$ cat config.mk
export PLATFORM = sky130hd
export DESIGN_NAME = trap_ctrl
export DESIGN_NICKNAME = d
export VERILOG_FILES = /design/src/rtl/trap_ctrl.sv
export SDC_FILE = /design/constraint.sdc
export NUM_CORES = 1
export LEC_CHECK = 0
export ABC_AREA = 0
export CAP_MARGIN = 20
export CORE_AREA = 4 4 157 159
export DETAILED_ROUTE_END_ITERATION = 8
export DIE_AREA = 0 0 161 163
export PLACE_DENSITY = 0.69
export SETUP_SLACK_MARGIN = 0.2
export SYNTH_ARGS = -nofsm -noshare
export SYNTH_HDL_FRONTEND = slang
export SYNTH_SLANG_ARGS = --single-unit
export TNS_END_PERCENT = 20
$ cat constraint.sdc
create_clock -name i_clk -period 2.8 [get_ports i_clk]
set_clock_uncertainty 0.15 [all_clocks]
set_input_delay 0.28 -clock i_clk [delete_from_list [all_inputs] [get_ports i_clk]]
set_output_delay 0.28 -clock i_clk [all_outputs]
set_load 0.1 [all_outputs]
$ cat src/rtl/trap_ctrl.sv
// trap_ctrl: trap sequencer sitting directly upstream of the CSR file.
// Picks one trap per visit to IDLE (commit exception, else a machine
// interrupt with priority ext > sw > timer), drains the pipeline, strobes the
// CSR context switch, then redirects fetch to the MTVEC the CSR file returns.
//
// Ports:
//   i_clk, i_reset            clock, synchronous active-high reset
//   i_exc_valid/code/pc       commit-stage exception
//   i_commit_valid/npc        retiring instruction and its next PC
//   i_irq_ext/timer           level interrupts; i_irq_sw edge interrupt
//   i_mstatus_mie, i_mie_en   global / per-source enables ([0]sw [1]tmr [2]ext)
//   i_pipe_empty              nothing in flight
//   i_mtvec                   trap vector from the CSR file
//   o_flush, o_cs, o_redirect, o_busy   Moore decodes of the state
//   o_cause, o_npc            context-switch payload
//   o_redirect_pc             fetch redirect target
//   o_mip                     pending bits, same order as i_mie_en
//   o_drain_to                sticky drain-timeout flag
module trap_ctrl #(
  parameter int XLEN      = 64,
  parameter int DRAIN_MAX = 15
) (
  input  logic            i_clk,
  input  logic            i_reset,
  input  logic            i_exc_valid,
  input  logic [4:0]      i_exc_code,
  input  logic [XLEN-1:0] i_exc_pc,
  input  logic            i_commit_valid,
  input  logic [XLEN-1:0] i_commit_npc,
  input  logic            i_irq_ext,
  input  logic            i_irq_timer,
  input  logic            i_irq_sw,
  input  logic            i_mstatus_mie,
  input  logic [2:0]      i_mie_en,
  input  logic            i_pipe_empty,
  input  logic [XLEN-1:0] i_mtvec,
  output logic            o_flush,
  output logic            o_cs,
  output logic [XLEN-1:0] o_cause,
  output logic [XLEN-1:0] o_npc,
  output logic            o_redirect,
  output logic [XLEN-1:0] o_redirect_pc,
  output logic [2:0]      o_mip,
  output logic            o_busy,
  output logic            o_drain_to
);

  localparam int CW = $clog2(DRAIN_MAX + 1);

  typedef enum logic [2:0] {S_IDLE, S_DRAIN, S_TRAP, S_VEC, S_REDIR} state_t;

  state_t          r_state, w_next;
  logic [CW-1:0]   r_cnt;
  logic [2:0]      r_mip;
  logic            r_sw_prev;
  logic [XLEN-1:0] r_cause, r_npc, r_rpc;
  logic            r_dto;

  logic [2:0]      w_pend;
  logic            w_take_irq;
  logic [4:0]      w_irq_code;
  logic            w_drain_tmo;
  logic            w_sw_trap;

  assign w_pend      = r_mip & i_mie_en;
  assign w_take_irq  = i_mstatus_mie & (|w_pend) & i_commit_valid;
  // Last DRAIN cycle before the counter would reach DRAIN_MAX.
  assign w_drain_tmo = (r_cnt == CW'(DRAIN_MAX - 1));
  // The trap being switched is a software interrupt (cause = irq | 3).
  assign w_sw_trap   = r_cause[XLEN-1] & (r_cause[XLEN-2:0] == (XLEN-1)'(3));

  always_comb begin
    w_irq_code = 5'd7;
    if (w_pend[2])      w_irq_code = 5'd11;
    else if (w_pend[0]) w_irq_code = 5'd3;
  end

  always_ff @(posedge i_clk) begin
    if (i_reset) r_state <= S_IDLE;
    else         r_state <= w_next;
  end

  always_comb begin
    w_next     = r_state;
    o_flush    = 1'b0;
    o_cs       = 1'b0;
    o_redirect = 1'b0;
    o_busy     = 1'b1;
    case (r_state)
      S_IDLE: begin
        o_busy = 1'b0;
        if (i_exc_valid || w_take_irq) w_next = S_DRAIN;
      end
      S_DRAIN: begin
        o_flush = 1'b1;
        if (i_pipe_empty || w_drain_tmo) w_next = S_TRAP;
      end
      S_TRAP: begin
        o_flush = 1'b1;
        o_cs    = 1'b1;
        w_next  = S_VEC;
      end
      S_VEC: begin
        o_flush = 1'b1;
        w_next  = S_REDIR;
      end
      S_REDIR: begin
        o_flush    = 1'b1;
        o_redirect = 1'b1;
        w_next     = S_IDLE;
      end
      default: w_next = S_IDLE;
    endcase
  end

  always_ff @(posedge i_clk) begin
    if (i_reset) begin
      r_mip     <= '0;
      r_sw_prev <= 1'b0;
      r_cause   <= '0;
      r_npc     <= '0;
      r_rpc     <= '0;
      r_cnt     <= '0;
      r_dto     <= 1'b0;
    end else begin
      r_mip[2]  <= i_irq_ext;
      r_mip[1]  <= i_irq_timer;
      r_sw_prev <= i_irq_sw;
      // A new SW edge beats the clear from a concurrent SW trap.
      if (i_irq_sw && !r_sw_prev)              r_mip[0] <= 1'b1;
      else if (r_state == S_TRAP && w_sw_trap) r_mip[0] <= 1'b0;

      // Exception has priority; a coincident interrupt stays pending in MIP.
      if (r_state == S_IDLE) begin
        if (i_exc_valid) begin
          r_cause <= XLEN'(i_exc_code);
          r_npc   <= i_exc_pc;
        end else if (w_take_irq) begin
          r_cause <= {1'b1, {(XLEN-6){1'b0}}, w_irq_code};
          r_npc   <= i_commit_npc;
        end
      end

      if (r_state == S_DRAIN) begin
        if (w_next != S_DRAIN) r_cnt <= '0;
        else                   r_cnt <= r_cnt + 1'b1;
        // An empty pipe on the last cycle is a normal drain, not a timeout.
        if (!i_pipe_empty && w_drain_tmo) r_dto <= 1'b1;
      end

      // CSR file loaded MTVEC on the CS edge, so it is valid during VEC.
      if (r_state == S_VEC) r_rpc <= i_mtvec;
    end
  end

  assign o_cause       = r_cause;
  assign o_npc         = r_npc;
  assign o_redirect_pc = r_rpc;
  assign o_mip         = r_mip;
  assign o_drain_to    = r_dto;

endmodule

==> run_results.csv <==
group,metric,value,unit
yosys,synthTopCellsByArea,"dfxtp_1 43%, mux2_2 9.8%, mux2i_1 9.5%",
cts,cts_root_buf,"clkbuf_16",
yosys,synth.cell_area,0.006872,mm²
timing,fmax,0.4423,GHz
timing,rsz0062_at_grt,"no",
timing,setup_tns,0,ps
final_layout,fillers,2346,
routing,wl_per_cell,15.80,µm
pwr,seq_power_share,0.328,
setup_path,critPathKind,"reg -> out",
cts,cts.repair.resized,0,
die,rows,56,
setup_path,cp-end-kind,"primary output",
job,drv_cap,0,
pwr,comb_power_share,0.336,
timing,hold_viol,0,
yosys,synth.most_common_cell,"dfxtp_1",
routing,drc_errors,0,
timing,finalSetupViolCount,0,
yosys,ys_seq_area_frac,0.4253,
min_path,hold_end,"o_drain_to",
cts,cts.hold.buffers_added,0,
yosys,yosysTopAreaCell,"dfxtp_1",
yosys,synth-edff-count,0,
yosys,ys_seq_elements,146,
die,die_area,0.02624,mm²
status,status,"complete, no violations",
yosys,synth_area_per_cell,8.821,µm²
final_layout,fin_util,0.4594,
placement,routabilityCongestion,0.7603,
timing,min_period_over_period,0.8075,
final_layout,syn_to_final_growth,55.54,%
die,die_h,163,µm
grt,grt_remaining_overflow,0,
routing,drt-initial-drc-count,238,
yosys,yosysWarnings,0,
yosys,syn_inst,779,
cts,cts_num_sinks,146,
timing,slew_viol_final,0,
pwr,switching_share,0.3982,
pwr,power.switching,2.763,mW
grt,grt_max_degree,76,
die,initial_core_util,0.2954,
min_path,hold_class,"in -> reg",
pwr,pwr_density_cell,649.2,mW/mm²
setup_path,crit_path_start_kind,"flop",
cts,insertion_delay,420,ps
die,dieWidth,161,µm
setup_path,cp.arrival,1830,ps
routing,wirelength,22640,µm
pwr,internal_power,4.176,mW
yosys,synthDistinctLibCells,36,
final_layout,fin_nets,1312,
cts,numCtsBuffers,17,
setup_path,r2r_cells,3,
pwr,power_frac_clock,0.336,
yosys,synthFlopType,"dfxtp_1",
cts,post_cts_buffers,0,
routing,vias_per_cell,4.296,
die,ios,409,
timing,relSlewSlack,0.4190,
pwr,ir_drop,0.2864,mV
yosys,yosysTopAreaCellShare,0.4253,
routing,detail-route-antenna-nets,0,
grt,antenna_found_initial,1,
placement,io_buffers,350,
setup_path,cp.required,2370,ps
min_path,holdCritStartpoint,"i_reset",
grt,grt_pass1_vias,5999,
cts,htreeDepth,4,
timing,finalCriticalPeriod,2261,ps
yosys,synth.cells.most_frequent,"146 x dfxtp_1, 131 x nand2_1, 73 x a21oi_1, 69 x nor2_1, 68 x nor2b_1",
grt,grt_pass1_wl,33380,µm
setup_path,crit_path_max_fanout,10,
routing,dr.pass1.iters,4,
cts,clk_pin_slew_worst_paths,70,ps
cts,cts_tree,"yes",
setup_path,rrSetupSlack,710,ps
timing,worst_pin_slew,849.6,ps
routing,num_vias,6156,
yosys,synthArstFlopShare,0,
placement,hpwlAfterDp,17530,µm
pwr,power_leakage,4.608,nW
setup_path,reg2reg_to,"o_cause[2]",
setup_path,reg2reg_from,"r_state[2]",
die,coreArea,0.02326,mm²
final_layout,diodes,0,
final_layout,drive_above_1_share,0.2307,
min_path,holdPathStages,2,
grt,grt_usage,0.1633,
cts,clockBufferDepth,2,
[flip-flops by register name, summed over array words and instances (netlist names)]
signal,cells
o_npc,64
o_redirect_pc,64
o_cause,6
r_cnt,4
o_mip,3
r_state,3
o_drain_to,1
r_sw_prev,1
[how the worst max path moves through the flow]
stage	start	endpoint	slack, ps	depth (start not counted)
after floorplan	o_mip[0]	o_npc[22]	350	6
after global placement	i_mstatus_mie	o_npc[41]	680	5
after detailed placement	i_mstatus_mie	o_npc[50]	670	5
after CTS	r_state[1]	o_cs	490	3
after global routing	r_state[1]	o_cs	450	3
final	r_state[2]	o_flush	540	3
[per-layer routing]
| layer | GRT usage | routed length (µm) | share of wire | up-vias |
|---|---|---|---|---|
| met4 | 0.03490 | 155 | 0.0068 | 2 |
| met3 | 0.06150 | 2047 | 0.090 | 9 |
| met2 | 0.2943 | 11570 | 0.51 | 249 |
| met1 | 0.1845 | 8858 | 0.39 | 2807 |
| li1 | - | - | - | 3089 |
| met5 | 0 | 13 | 0.00057 | - |
[critical path, stage by stage (launching register included)]
cell and delay (ps):
dfxtp_1 370, or3_1 510, and2_1 260, buf_4 260
[cell type report]
| cell class | instances | area (µm²) | share of cell area |
|---|---|---|---|
| Clock inverter | 14 | 165.2 | 0.01545 |
| Clock buffer | 18 | 439.2 | 0.04109 |
| Tap cell | 319 | 399.1 | 0.03734 |
| Multi-Input combinational cell | 569 | 3467 | 0.3244 |
| Sequential cell | 146 | 2923 | 0.2735 |
| Timing Repair Buffer | 359 | 3264 | 0.3054 |
| Inverter | 8 | 30.03 | 0.002810 |
[power by group through the flow]
stage	logic (mW)	clock network, mW	registers [mW]
global route	2.42	2.50	2.30
floorplan	0.908	0	3.18
finish	2.33	2.33	2.28
detailed placement	2.35	0	2.32
global placement	2.34	0	2.32
CTS	2.35	2.41	2.28
[placed cells by master, fill, tap and decap left out, types with 2 or more instances in the layout]
| cell | Yosys | routed |
|---|---|---|
| conb_1 | 1 | 58 |
| clkbuf_16 | 0 | 17 |
| clkinv_4 | 0 | 2 |
| mux2i_1 | 65 | 65 |
| inv_8 | 0 | 3 |
| ha_1 | 2 | 2 |
| o21ai_0 | 4 | 4 |
| nand3b_1 | 3 | 3 |
| a21oi_1 | 73 | 73 |
| clkinv_8 | 0 | 2 |
| buf_12 | 0 | 4 |
| mux2_2 | 60 | 60 |
| mux2_4 | 5 | 5 |
| a211oi_1 | 5 | 5 |
| clkdlybuf4s50_1 | 0 | 206 |
| a31oi_1 | 2 | 2 |
| inv_1 | 8 | 8 |
| buf_4 | 58 | 148 |
| or4b_2 | 2 | 2 |
| or3_1 | 4 | 4 |
| or3b_2 | 2 | 2 |
| dfxtp_1 | 146 | 146 |
| nor2_1 | 69 | 69 |
| nor2b_1 | 68 | 68 |
| inv_6 | 0 | 5 |
| nand2b_1 | 3 | 3 |
| nand2_1 | 131 | 131 |
[kinds of logic after synthesis]
kind of cell	after synthesis	share of synthesized area
AO/OA/AOI/OAI	91	0.07193
adder cells (fa/ha/maj)	2	0.003641
buffers and inverters	121	0.1023
flip-flops	146	0.4253
multiplexers	130	0.2039
other	1	0.0005457
AND/OR/NAND/NOR	288	0.1923
[metrics by stage]
step / total power, mW / worst slack [ps] / hold slack (ps) / instances / instance area (µm²)
after floorplan: 4.092 / 350.4 / 258.2 / 836 / 7091
after global placement: 4.659 / 679.6 / 293.2 / 1401 / 10080
after detailed placement: 4.674 / 674.3 / 296.8 / 1401 / 10080
after CTS: 7.040 / 492.5 / 16.68 / 1433 / 10690
after global routing: 7.219 / 446.8 / 45.78 / 1433 / 10690
final: 6.939 / 538.9 / 37.74 / 1433 / 10690
No activity file was read; power rests on OpenSTA's default activity.
